**config.mk**
```make
export PLATFORM = sky130hd
export DESIGN_NAME = chinpo_mem_arbiter_flat
export DESIGN_NICKNAME = d
export VERILOG_FILES = /design/src/rtl/chinpo_mem_arbiter_if.sv /design/src/rtl/chinpo_mem_arbiter.sv /design/src/flat_wrapper.sv
export SDC_FILE = /design/constraint.sdc
export NUM_CORES = 1
export LEC_CHECK = 0
export ABC_AREA = 1
export BUFFER_PORTS_ARGS = -buffer_cell sky130_fd_sc_hd__buf_2
export CAP_MARGIN = 20
export CORE_MARGIN = 4
export CORE_UTILIZATION = 42
export CTS_CLUSTER_DIAMETER = 40
export CTS_CLUSTER_SIZE = 20
export DETAILED_ROUTE_END_ITERATION = 10
export PLACE_DENSITY = 0.84
export SLEW_MARGIN = 40
export SYNTH_ARGS = -nofsm -noshare
export SYNTH_HDL_FRONTEND = slang
export SYNTH_SLANG_ARGS = --single-unit
```
**constraint.sdc**
```tcl
create_clock -name CLK -period 1.8 [get_ports CLK]
set_clock_uncertainty 0.2 [all_clocks]
set_input_delay 0.27 -clock CLK [delete_from_list [all_inputs] [get_ports CLK]]
set_output_delay 0.27 -clock CLK [all_outputs]
set_load 0.03 [all_outputs]
```
**src/rtl/chinpo_mem_arbiter_if.sv**
```systemverilog
// Bus bundle between the CHINPO CPU port, the DMA/loader port and the memory macro.
// Both requesters use req/ack: req, we, addr and wdata stay stable from req rise through the ack cycle.
interface chinpo_mem_arbiter_if #(
  parameter int ADDR_W = 16,
  parameter int DATA_W = 16
);
  logic              cpu_req;
  logic              cpu_we;
  logic [ADDR_W-1:0] cpu_addr;
  logic [DATA_W-1:0] cpu_wdata;
  logic [DATA_W-1:0] cpu_rdata;
  logic              cpu_ack;
  logic              cpu_stall;

  logic              dma_req;
  logic              dma_we;
  logic [ADDR_W-1:0] dma_addr;
  logic [DATA_W-1:0] dma_wdata;
  logic [DATA_W-1:0] dma_rdata;
  logic              dma_ack;

  logic              mem_en;
  logic              mem_we;
  logic [ADDR_W-1:0] mem_addr;
  logic [DATA_W-1:0] mem_wdata;
  logic [DATA_W-1:0] mem_rdata;

  logic [1:0]        owner;

  // Arbiter side
  modport slave (
    input  cpu_req, cpu_we, cpu_addr, cpu_wdata,
    output cpu_rdata, cpu_ack, cpu_stall,
    input  dma_req, dma_we, dma_addr, dma_wdata,
    output dma_rdata, dma_ack,
    output mem_en, mem_we, mem_addr, mem_wdata,
    input  mem_rdata,
    output owner
  );

  // Requester/memory environment side
  modport master (
    output cpu_req, cpu_we, cpu_addr, cpu_wdata,
    input  cpu_rdata, cpu_ack, cpu_stall,
    output dma_req, dma_we, dma_addr, dma_wdata,
    input  dma_rdata, dma_ack,
    input  mem_en, mem_we, mem_addr, mem_wdata,
    output mem_rdata,
    input  owner
  );
endinterface

```
**src/rtl/chinpo_mem_arbiter.sv**
```systemverilog
// Round-robin arbiter sharing one single-port synchronous memory between the CPU and a DMA port.
// Each access is ISSUE (strobe memory) then DONE (ack, read data); contention alternates masters.
module chinpo_mem_arbiter #(
  parameter int ADDR_W = 16,
  parameter int DATA_W = 16
) (
  input  logic                 CLK,
  input  logic                 Reset,
  chinpo_mem_arbiter_if.slave  bus,
  output logic [2:0]           state_dbg
);

  typedef enum logic [2:0] {
    IDLE      = 3'd0,
    CPU_ISSUE = 3'd1,
    CPU_DONE  = 3'd2,
    DMA_ISSUE = 3'd3,
    DMA_DONE  = 3'd4
  } state_t;

  state_t            state;
  state_t            next_state;
  logic              last_dma;   // 1 = DMA was granted most recently
  logic [DATA_W-1:0] cpu_hold;
  logic [DATA_W-1:0] dma_hold;
  logic [ADDR_W-1:0] addr_sel;
  logic [DATA_W-1:0] wdata_sel;
  logic              cpu_ack_c;

  always_ff @(posedge CLK) begin
    if (Reset) begin
      state    <= IDLE;
      last_dma <= 1'b1;
      cpu_hold <= '0;
      dma_hold <= '0;
    end else begin
      state <= next_state;
      if (state == CPU_ISSUE) last_dma <= 1'b0;
      if (state == DMA_ISSUE) last_dma <= 1'b1;
      if (state == CPU_DONE && !bus.cpu_we) cpu_hold <= bus.mem_rdata;
      if (state == DMA_DONE && !bus.dma_we) dma_hold <= bus.mem_rdata;
    end
  end

  // The served master's own req is ignored in DONE: it still shows the finished request.
  always_comb begin
    next_state = state;
    case (state)
      IDLE: begin
        if (bus.cpu_req && bus.dma_req) next_state = last_dma ? CPU_ISSUE : DMA_ISSUE;
        else if (bus.cpu_req)           next_state = CPU_ISSUE;
        else if (bus.dma_req)           next_state = DMA_ISSUE;
        else                            next_state = IDLE;
      end
      CPU_ISSUE: next_state = CPU_DONE;
      CPU_DONE:  next_state = bus.dma_req ? DMA_ISSUE : IDLE;
      DMA_ISSUE: next_state = DMA_DONE;
      DMA_DONE:  next_state = bus.cpu_req ? CPU_ISSUE : IDLE;
      default:   next_state = IDLE;
    endcase
  end

  always_comb begin
    addr_sel      = bus.cpu_addr;
    wdata_sel     = bus.cpu_wdata;
    cpu_ack_c     = 1'b0;
    bus.mem_en    = 1'b0;
    bus.mem_we    = 1'b0;
    bus.cpu_ack   = 1'b0;
    bus.dma_ack   = 1'b0;
    bus.cpu_rdata = cpu_hold;
    bus.dma_rdata = dma_hold;
    bus.owner     = 2'b00;
    case (state)
      CPU_ISSUE: begin
        bus.mem_en = 1'b1;
        bus.mem_we = bus.cpu_we;
        bus.owner  = 2'b01;
      end
      CPU_DONE: begin
        cpu_ack_c   = 1'b1;
        bus.cpu_ack = 1'b1;
        bus.owner   = 2'b01;
        if (!bus.cpu_we) bus.cpu_rdata = bus.mem_rdata;
      end
      DMA_ISSUE: begin
        bus.mem_en = 1'b1;
        bus.mem_we = bus.dma_we;
        bus.owner  = 2'b10;
        addr_sel   = bus.dma_addr;
        wdata_sel  = bus.dma_wdata;
      end
      DMA_DONE: begin
        bus.dma_ack = 1'b1;
        bus.owner   = 2'b10;
        if (!bus.dma_we) bus.dma_rdata = bus.mem_rdata;
      end
      default: ;
    endcase
  end

  assign bus.mem_addr  = addr_sel;
  assign bus.mem_wdata = wdata_sel;
  assign bus.cpu_stall = bus.cpu_req && !cpu_ack_c;
  assign state_dbg     = state;

endmodule

```
**src/flat_wrapper.sv**
```systemverilog
// flat-port wrapper written by rule: the top's interface ports become plain ports
module chinpo_mem_arbiter_flat 
#(
  parameter int ADDR_W = 16,
  parameter int DATA_W = 16
)
  (CLK, Reset, state_dbg, bus_cpu_req, bus_cpu_we, bus_cpu_addr, bus_cpu_wdata, bus_cpu_rdata, bus_cpu_ack, bus_cpu_stall, bus_dma_req, bus_dma_we, bus_dma_addr, bus_dma_wdata, bus_dma_rdata, bus_dma_ack, bus_mem_en, bus_mem_we, bus_mem_addr, bus_mem_wdata, bus_mem_rdata, bus_owner);
  chinpo_mem_arbiter_if #(.ADDR_W(ADDR_W), .DATA_W(DATA_W)) bus_i ();
  input  logic CLK;
  input  logic Reset;
  output logic [2:0] state_dbg;
  input wire logic [$bits(bus_i.cpu_req)-1:0] bus_cpu_req;
  input wire logic [$bits(bus_i.cpu_we)-1:0] bus_cpu_we;
  input wire logic [$bits(bus_i.cpu_addr)-1:0] bus_cpu_addr;
  input wire logic [$bits(bus_i.cpu_wdata)-1:0] bus_cpu_wdata;
  output wire logic [$bits(bus_i.cpu_rdata)-1:0] bus_cpu_rdata;
  output wire logic [$bits(bus_i.cpu_ack)-1:0] bus_cpu_ack;
  output wire logic [$bits(bus_i.cpu_stall)-1:0] bus_cpu_stall;
  input wire logic [$bits(bus_i.dma_req)-1:0] bus_dma_req;
  input wire logic [$bits(bus_i.dma_we)-1:0] bus_dma_we;
  input wire logic [$bits(bus_i.dma_addr)-1:0] bus_dma_addr;
  input wire logic [$bits(bus_i.dma_wdata)-1:0] bus_dma_wdata;
  output wire logic [$bits(bus_i.dma_rdata)-1:0] bus_dma_rdata;
  output wire logic [$bits(bus_i.dma_ack)-1:0] bus_dma_ack;
  output wire logic [$bits(bus_i.mem_en)-1:0] bus_mem_en;
  output wire logic [$bits(bus_i.mem_we)-1:0] bus_mem_we;
  output wire logic [$bits(bus_i.mem_addr)-1:0] bus_mem_addr;
  output wire logic [$bits(bus_i.mem_wdata)-1:0] bus_mem_wdata;
  input wire logic [$bits(bus_i.mem_rdata)-1:0] bus_mem_rdata;
  output wire logic [$bits(bus_i.owner)-1:0] bus_owner;
  assign bus_i.cpu_req = bus_cpu_req;
  assign bus_i.cpu_we = bus_cpu_we;
  assign bus_i.cpu_addr = bus_cpu_addr;
  assign bus_i.cpu_wdata = bus_cpu_wdata;
  assign bus_cpu_rdata = bus_i.cpu_rdata;
  assign bus_cpu_ack = bus_i.cpu_ack;
  assign bus_cpu_stall = bus_i.cpu_stall;
  assign bus_i.dma_req = bus_dma_req;
  assign bus_i.dma_we = bus_dma_we;
  assign bus_i.dma_addr = bus_dma_addr;
  assign bus_i.dma_wdata = bus_dma_wdata;
  assign bus_dma_rdata = bus_i.dma_rdata;
  assign bus_dma_ack = bus_i.dma_ack;
  assign bus_mem_en = bus_i.mem_en;
  assign bus_mem_we = bus_i.mem_we;
  assign bus_mem_addr = bus_i.mem_addr;
  assign bus_mem_wdata = bus_i.mem_wdata;
  assign bus_i.mem_rdata = bus_mem_rdata;
  assign bus_owner = bus_i.owner;
  chinpo_mem_arbiter #(.ADDR_W(ADDR_W), .DATA_W(DATA_W)) u_core (.CLK(CLK), .Reset(Reset), .bus(bus_i), .state_dbg(state_dbg));
endmodule
```
# --- After elaboration in Yosys (flattened, before gate mapping) ---
# Index checks and enable logic that the tools add are counted.
word_totals:
  ff_bits: 36
  inputBits: 86
  wordCells: 37
classes:
  n_eq_ne: 4
  mux: 17
  reduce_logical: 12
ops:
  columns: ["op", "n"]
  rows:
  - ["$mux W16", 6]
  - ["$pmux W3 S5", 1]
  - ["$reduce_or A2 Y1", 4]
  - ["$eq A3 B2 Y1 const B", 2]
  - ["$mux W3", 2]
  - ["$logic_and A1 B1 Y1", 4]
  - ["$mux W1", 4]
  - ["$mux W2", 2]
  - ["$pmux W2 S2", 1]
  - ["$eq A3 B1 Y1 const B", 1]
  - ["$eq A3 B3 Y1 const B", 1]
  - ["$logic_not A1 Y1", 3]
  - ["$logic_not A3 Y1", 1]
  - ["$pmux W1 S2", 1]

# --- Longest topological paths before layout ---
depth:
  word_depth: 4
  ltp_mapped: 7

# --- Least setup slack after synthesis ---
# OpenSTA, ideal clock, no wires.
synth_path:
  path_type: "register to output"
  start: "register u_core.state[1] (netlist: u_core.state_dbg[1])"
  end: "output bus_mem_we"
  arrival_time_ns: 1.684
  path_slack_ns: -0.354
  path_stages_with_launch: 5
  path_cell_list: "dfxtp_1 > inv_2 > nor2_4 > inv_2 > o21ai_0"
synth_between:
  elab_chain_cells: 2
  elab_cells_between_ends: 3
synth_lines:
  columns: ["element", "line", "source"]
  rows:
  - ["start, declared", "chinpo_mem_arbiter.sv:21", "state_t state;"]
  - ["start signal, assigned", "chinpo_mem_arbiter.sv:37", "state <= next_state;"]
  - ["$eq A3 B2 Y1 or $eq A3 B1 Y1 (tied branches)", "chinpo_mem_arbiter.sv:74", "case (state)"]
  - ["$pmux W1 S2 (*)", "chinpo_mem_arbiter.sv:74", null]
  - ["end, declared", "flat_wrapper.sv:26", "output wire logic [$bits(bus_i.mem_we)-1:0] bus_mem_we;"]
# Mark *: on every way between the ends. The rest lies on a longest branch, timed or not.

# --- Worst setup path after layout ---
layout_path:
  start: "register u_core.state[2] (netlist: u_core.state_dbg[2])"
  end: "output bus_mem_wdata[7]"
layout_between:
  elab_chain_cells: 2
layout_lines:
  columns: ["element", "line", "source"]
  rows:
  - ["$eq A3 B2 Y1", "chinpo_mem_arbiter.sv:74", null]
  - ["$mux W16", "chinpo_mem_arbiter.sv:74", null]
  - ["end, declared", "flat_wrapper.sv:28", "output wire logic [$bits(bus_i.mem_wdata)-1:0] bus_mem_wdata;"]
# Every way passes these cells.

==> results.txt <==
The flow ran to the end, but the final reports show violations. The final reports fail on setup timing. The post-synthesis async set-or-reset flop share is 0%. The power per unit of standard cell area is 606 nW/µm². The clock latency on the worst-skew pair is 0.29 ns. The multi-input combinational cells in the finished layout cover a total of 1570 µm². The largest single stage delay on the critical path is 0.37 ns. The clock sink count is 36. The cell row count is 26. Among all stages on the critical path, the largest delay is contributed by sky130_fd_sc_hd__dfxtp_4. The endpoint required time on the critical path came out at 1.33 ns. The die is 82.8 µm tall. VDD sags by at most 0.700 mV. Setup repair after global routing could not meet its margin everywhere. The nature of the critical path endpoint is an output port. The gate count of the mapped netlist came out at 378. The area of the core is 5270 µm². The critical path in this run is classified as flip-flop to output port. The total global-route track usage is 25.7%. Counting flops and latches in the post-synthesis netlist gives 36.

The per-instance average area after synthesis came out at 6.22 µm². The count of warnings emitted by yosys is 0. Hold is met by 0.0457 ns.

Summing all flip-flop and latch instances after layout gives 732 µm². The deepest clock path buffer count is 2. The number of flops mapped to enable cells by yosys came out at 0. The hold violation count in the final report is 0. In this run the clock root is driven by a sky130_fd_sc_hd__clkbuf_8. The number of inserted filler cells in the final layout is 294.

The net count after synthesis came out at 464. The placed wire-length estimate after detailed placement is 5.68 mm. At the end of routability-driven placement, the weighted congestion stood at 0.869. The number of buffers created by CTS is 5.

The number of setup violations in the final report is 69. The most prevalent standard cell on the critical path is sky130_fd_sc_hd__buf_6. In this run the static leakage power is 2.57 nW. The initial core utilization is 44.6%.

The number of non-filler instances in the completed layout is 640. The least setup slack across all paths after layout came out at -0.231 ns. The sequential area share after synthesis came out at 30.6%.

160 I/O pins were placed. Yosys attributes the largest share of cell area to sky130_fd_sc_hd__dfxtp_1, sky130_fd_sc_hd__nand2_1, sky130_fd_sc_hd__inv_1. The die area came out at 6860 µm². The clock transition time at the flip-flop clock pins of the worst setup and hold paths is 0.08 ns. The portion of synthesized cell area occupied by the leading cell type came out at 30.6%.

Walking the worst path, the cells encountered are inv_4 -> nand2_4 -> nor2_4 -> buf_6 -> buf_12 -> nand2_1 -> nand2_2 -> buf_6. In this run the remaining antenna-violating nets after routing total 0. The maximum fanout encountered on the critical timing path is 8.

After detailed routing, the number of remaining DRC violations is 0. The first detailed-routing pass took 6 iterations. The post-route fraction of the period consumed by the critical path is 113%. The count of buffers inserted at the top-level ports came out at 159.

The maximum number of pins on one net before global-route repair is 34. After detailed routing, the average wire length per cell comes to 18.0 µm. The count of distinct cell types in the synthesized netlist is 23. The number of global-route vias before repair came to 3152. Measured against its own limit, the worst slew margin works out to 58.6%. The cell type contributing the most total cell area after synthesis is sky130_fd_sc_hd__dfxtp_1. The final period demand of the worst path came out at 2.03 ns. In this run the horizontal extent of the chip is 82.8 µm. Summed over all layers, the global routing overflow is 0. The number of nets in the final layout came out at 655. The cell count after placement came out at 597. At the worst endpoint, the arrival time is 1.56 ns. The overall via count from detail_route is 3325. The number of antenna diodes in the final layout is 0. The final number of max-transition violations came out at 0.

The fraction of final layout cells with drive strength greater than 1 is 57.0%. The number of H-tree levels is 2. The initial antenna violation count is 0.

The upper clock frequency limit came out at 492 MHz. The number of buffers added to fix hold violations after cts came out at 0. The cell area after synthesis is 2350 µm². The total of max-cap violations came out at 0. The area growth from synthesis to layout is 90.4%.

The post-detailed-route via-to-cell ratio is 5.20. The total routed wirelength is 11.5 mm. The most used flip-flop cell after synthesis is sky130_fd_sc_hd__dfxtp_1. The detailed router finished its first iteration with 258 violations.

For the pin with the worst max-slew slack, the measured transition is 0.615 ns. The min-delay analysis places its worst path in the category input pin to flip-flop. TritonCTS built the clock tree. STA classifies the critical path startpoint as a flip-flop.

The global-route wire length before repair is 14.8 mm.
cells in the final DEF, fill, tap and decap left out:
| cell | n |
|---|---|
| sky130_fd_sc_hd__a211oi_1 | 1 |
| sky130_fd_sc_hd__a21oi_1 | 7 |
| sky130_fd_sc_hd__a21oi_2 | 9 |
| sky130_fd_sc_hd__buf_12 | 6 |
| sky130_fd_sc_hd__buf_16 | 4 |
| sky130_fd_sc_hd__buf_2 | 95 |
| sky130_fd_sc_hd__buf_4 | 33 |
| sky130_fd_sc_hd__buf_6 | 58 |
| sky130_fd_sc_hd__buf_8 | 1 |
| sky130_fd_sc_hd__bufinv_16 | 1 |
| sky130_fd_sc_hd__clkbuf_1 | 1 |
| sky130_fd_sc_hd__clkbuf_16 | 3 |
| sky130_fd_sc_hd__clkbuf_8 | 5 |
| sky130_fd_sc_hd__clkinv_16 | 1 |
| sky130_fd_sc_hd__clkinv_2 | 1 |
| sky130_fd_sc_hd__dfxtp_1 | 33 |
| sky130_fd_sc_hd__dfxtp_4 | 3 |
| sky130_fd_sc_hd__inv_1 | 53 |
| sky130_fd_sc_hd__inv_12 | 2 |
| sky130_fd_sc_hd__inv_2 | 4 |
| sky130_fd_sc_hd__inv_4 | 2 |
| sky130_fd_sc_hd__nand2_1 | 126 |
| sky130_fd_sc_hd__nand2_2 | 35 |
| sky130_fd_sc_hd__nand2_4 | 23 |
| sky130_fd_sc_hd__nand2_8 | 3 |
| sky130_fd_sc_hd__nand3_1 | 3 |
| sky130_fd_sc_hd__nand3_4 | 2 |
| sky130_fd_sc_hd__nand4_1 | 1 |
| sky130_fd_sc_hd__nor2_1 | 3 |
| sky130_fd_sc_hd__nor2_2 | 15 |
| sky130_fd_sc_hd__nor2_4 | 2 |
| sky130_fd_sc_hd__o21ai_0 | 17 |
| sky130_fd_sc_hd__o21ai_2 | 15 |
| sky130_fd_sc_hd__o21ai_4 | 2 |
worst paths after layout:
kind / depth (start not counted) / slack (ns) / startpoint / end
min: 3 / 0.05 / bus_mem_rdata[14] / u_core.dma_hold[14]
max: 8 / -0.23 / u_core.state_dbg[2] / bus_mem_wdata[7]
max reg2reg: 9 / 0.05 / u_core.state_dbg[2] / u_core.cpu_hold[0]
min reg2reg: 2 / 0.29 / u_core.last_dma / u_core.last_dma
final cells by class:
| class | instances | area share (%) |
|---|---|---|
| multi-input cells | 264 | 35.0 |
| repair buffers | 200 | 37.9 |
| clock buffers | 6 | 1.62 |
| flip-flops and latches | 36 | 16.3 |
| clock inverters | 2 | 0.782 |
| repair inverters | 2 | 1.03 |
| inverters | 60 | 5.42 |
| well taps | 70 | 1.96 |
per-stage QoR:
stage	total power, mW	setup slack [ns]	instance area [µm²]	TNS [ns]	utilization, %
6_report	2.71	-0.231	4480	-11.45	85.0
5_1_grt	2.81	-0.290	4480	-14.88	85.0
4_1_cts	2.53	-0.170	4090	-8.48	77.5
3_5_place_dp	1.60	0.107	3230	0	61.2
3_3_place_gp	1.59	0.145	3230	0	61.2
2_1_floorplan	1.34	0.0949	2360	0	-
where the power goes:
group / switching, mW / internal [mW] / total [mW]
logic: 0.681 / 0.476 / 1.16
clock network: 0.302 / 0.411 / 0.713
registers: 0.0215 / 0.822 / 0.843
Yosys cell counts (2+ instances only):
cell type,instances
sky130_fd_sc_hd__o21ai_0,18
sky130_fd_sc_hd__clkbuf_1,2
sky130_fd_sc_hd__nor2_1,3
sky130_fd_sc_hd__buf_4,3
sky130_fd_sc_hd__buf_6,7
sky130_fd_sc_hd__o21ai_2,16
sky130_fd_sc_hd__a21oi_1,7
sky130_fd_sc_hd__dfxtp_1,36
sky130_fd_sc_hd__inv_1,56
sky130_fd_sc_hd__nand2_2,13
sky130_fd_sc_hd__inv_2,3
sky130_fd_sc_hd__a21oi_2,9
sky130_fd_sc_hd__buf_2,6
sky130_fd_sc_hd__nand2_1,173
sky130_fd_sc_hd__nand3_1,3
sky130_fd_sc_hd__nor2_2,16
kinds of logic after synthesis:
family	share of synthesized area (%)
AOI/OAI and AO/OA	14.9
and+or+nand+nor	38.8
DFF	30.6
buffers and inverters	15.6
per-layer routing:
layer	vias to the layer above	track usage (%)	wire (µm)
met5	-	0	0
met4	0	7.43	527
met3	60	5.54	820
met2	201	48.3	6140
met1	1550	28.8	4020
li1	1514	-	-
flip-flops by register name, indices dropped and copies added (netlist names):
register	cells
u_core.last_dma	1
u_core.state_dbg	3
u_core.dma_hold	16
u_core.cpu_hold	16
timing repair:
action,CTS,global route
endpoints found under the setup margin,68,69
resized for setup,156,71
buffers inserted,17,9
pin swaps,17,24
cloned,6,3
critical path, delay by kind of cell (launching register included):
family	cells	cell delay, ns
simple gates	4	0.37
flops	1	0.37
buf+inv	4	0.52
Power figures use the tool's default switching activity.
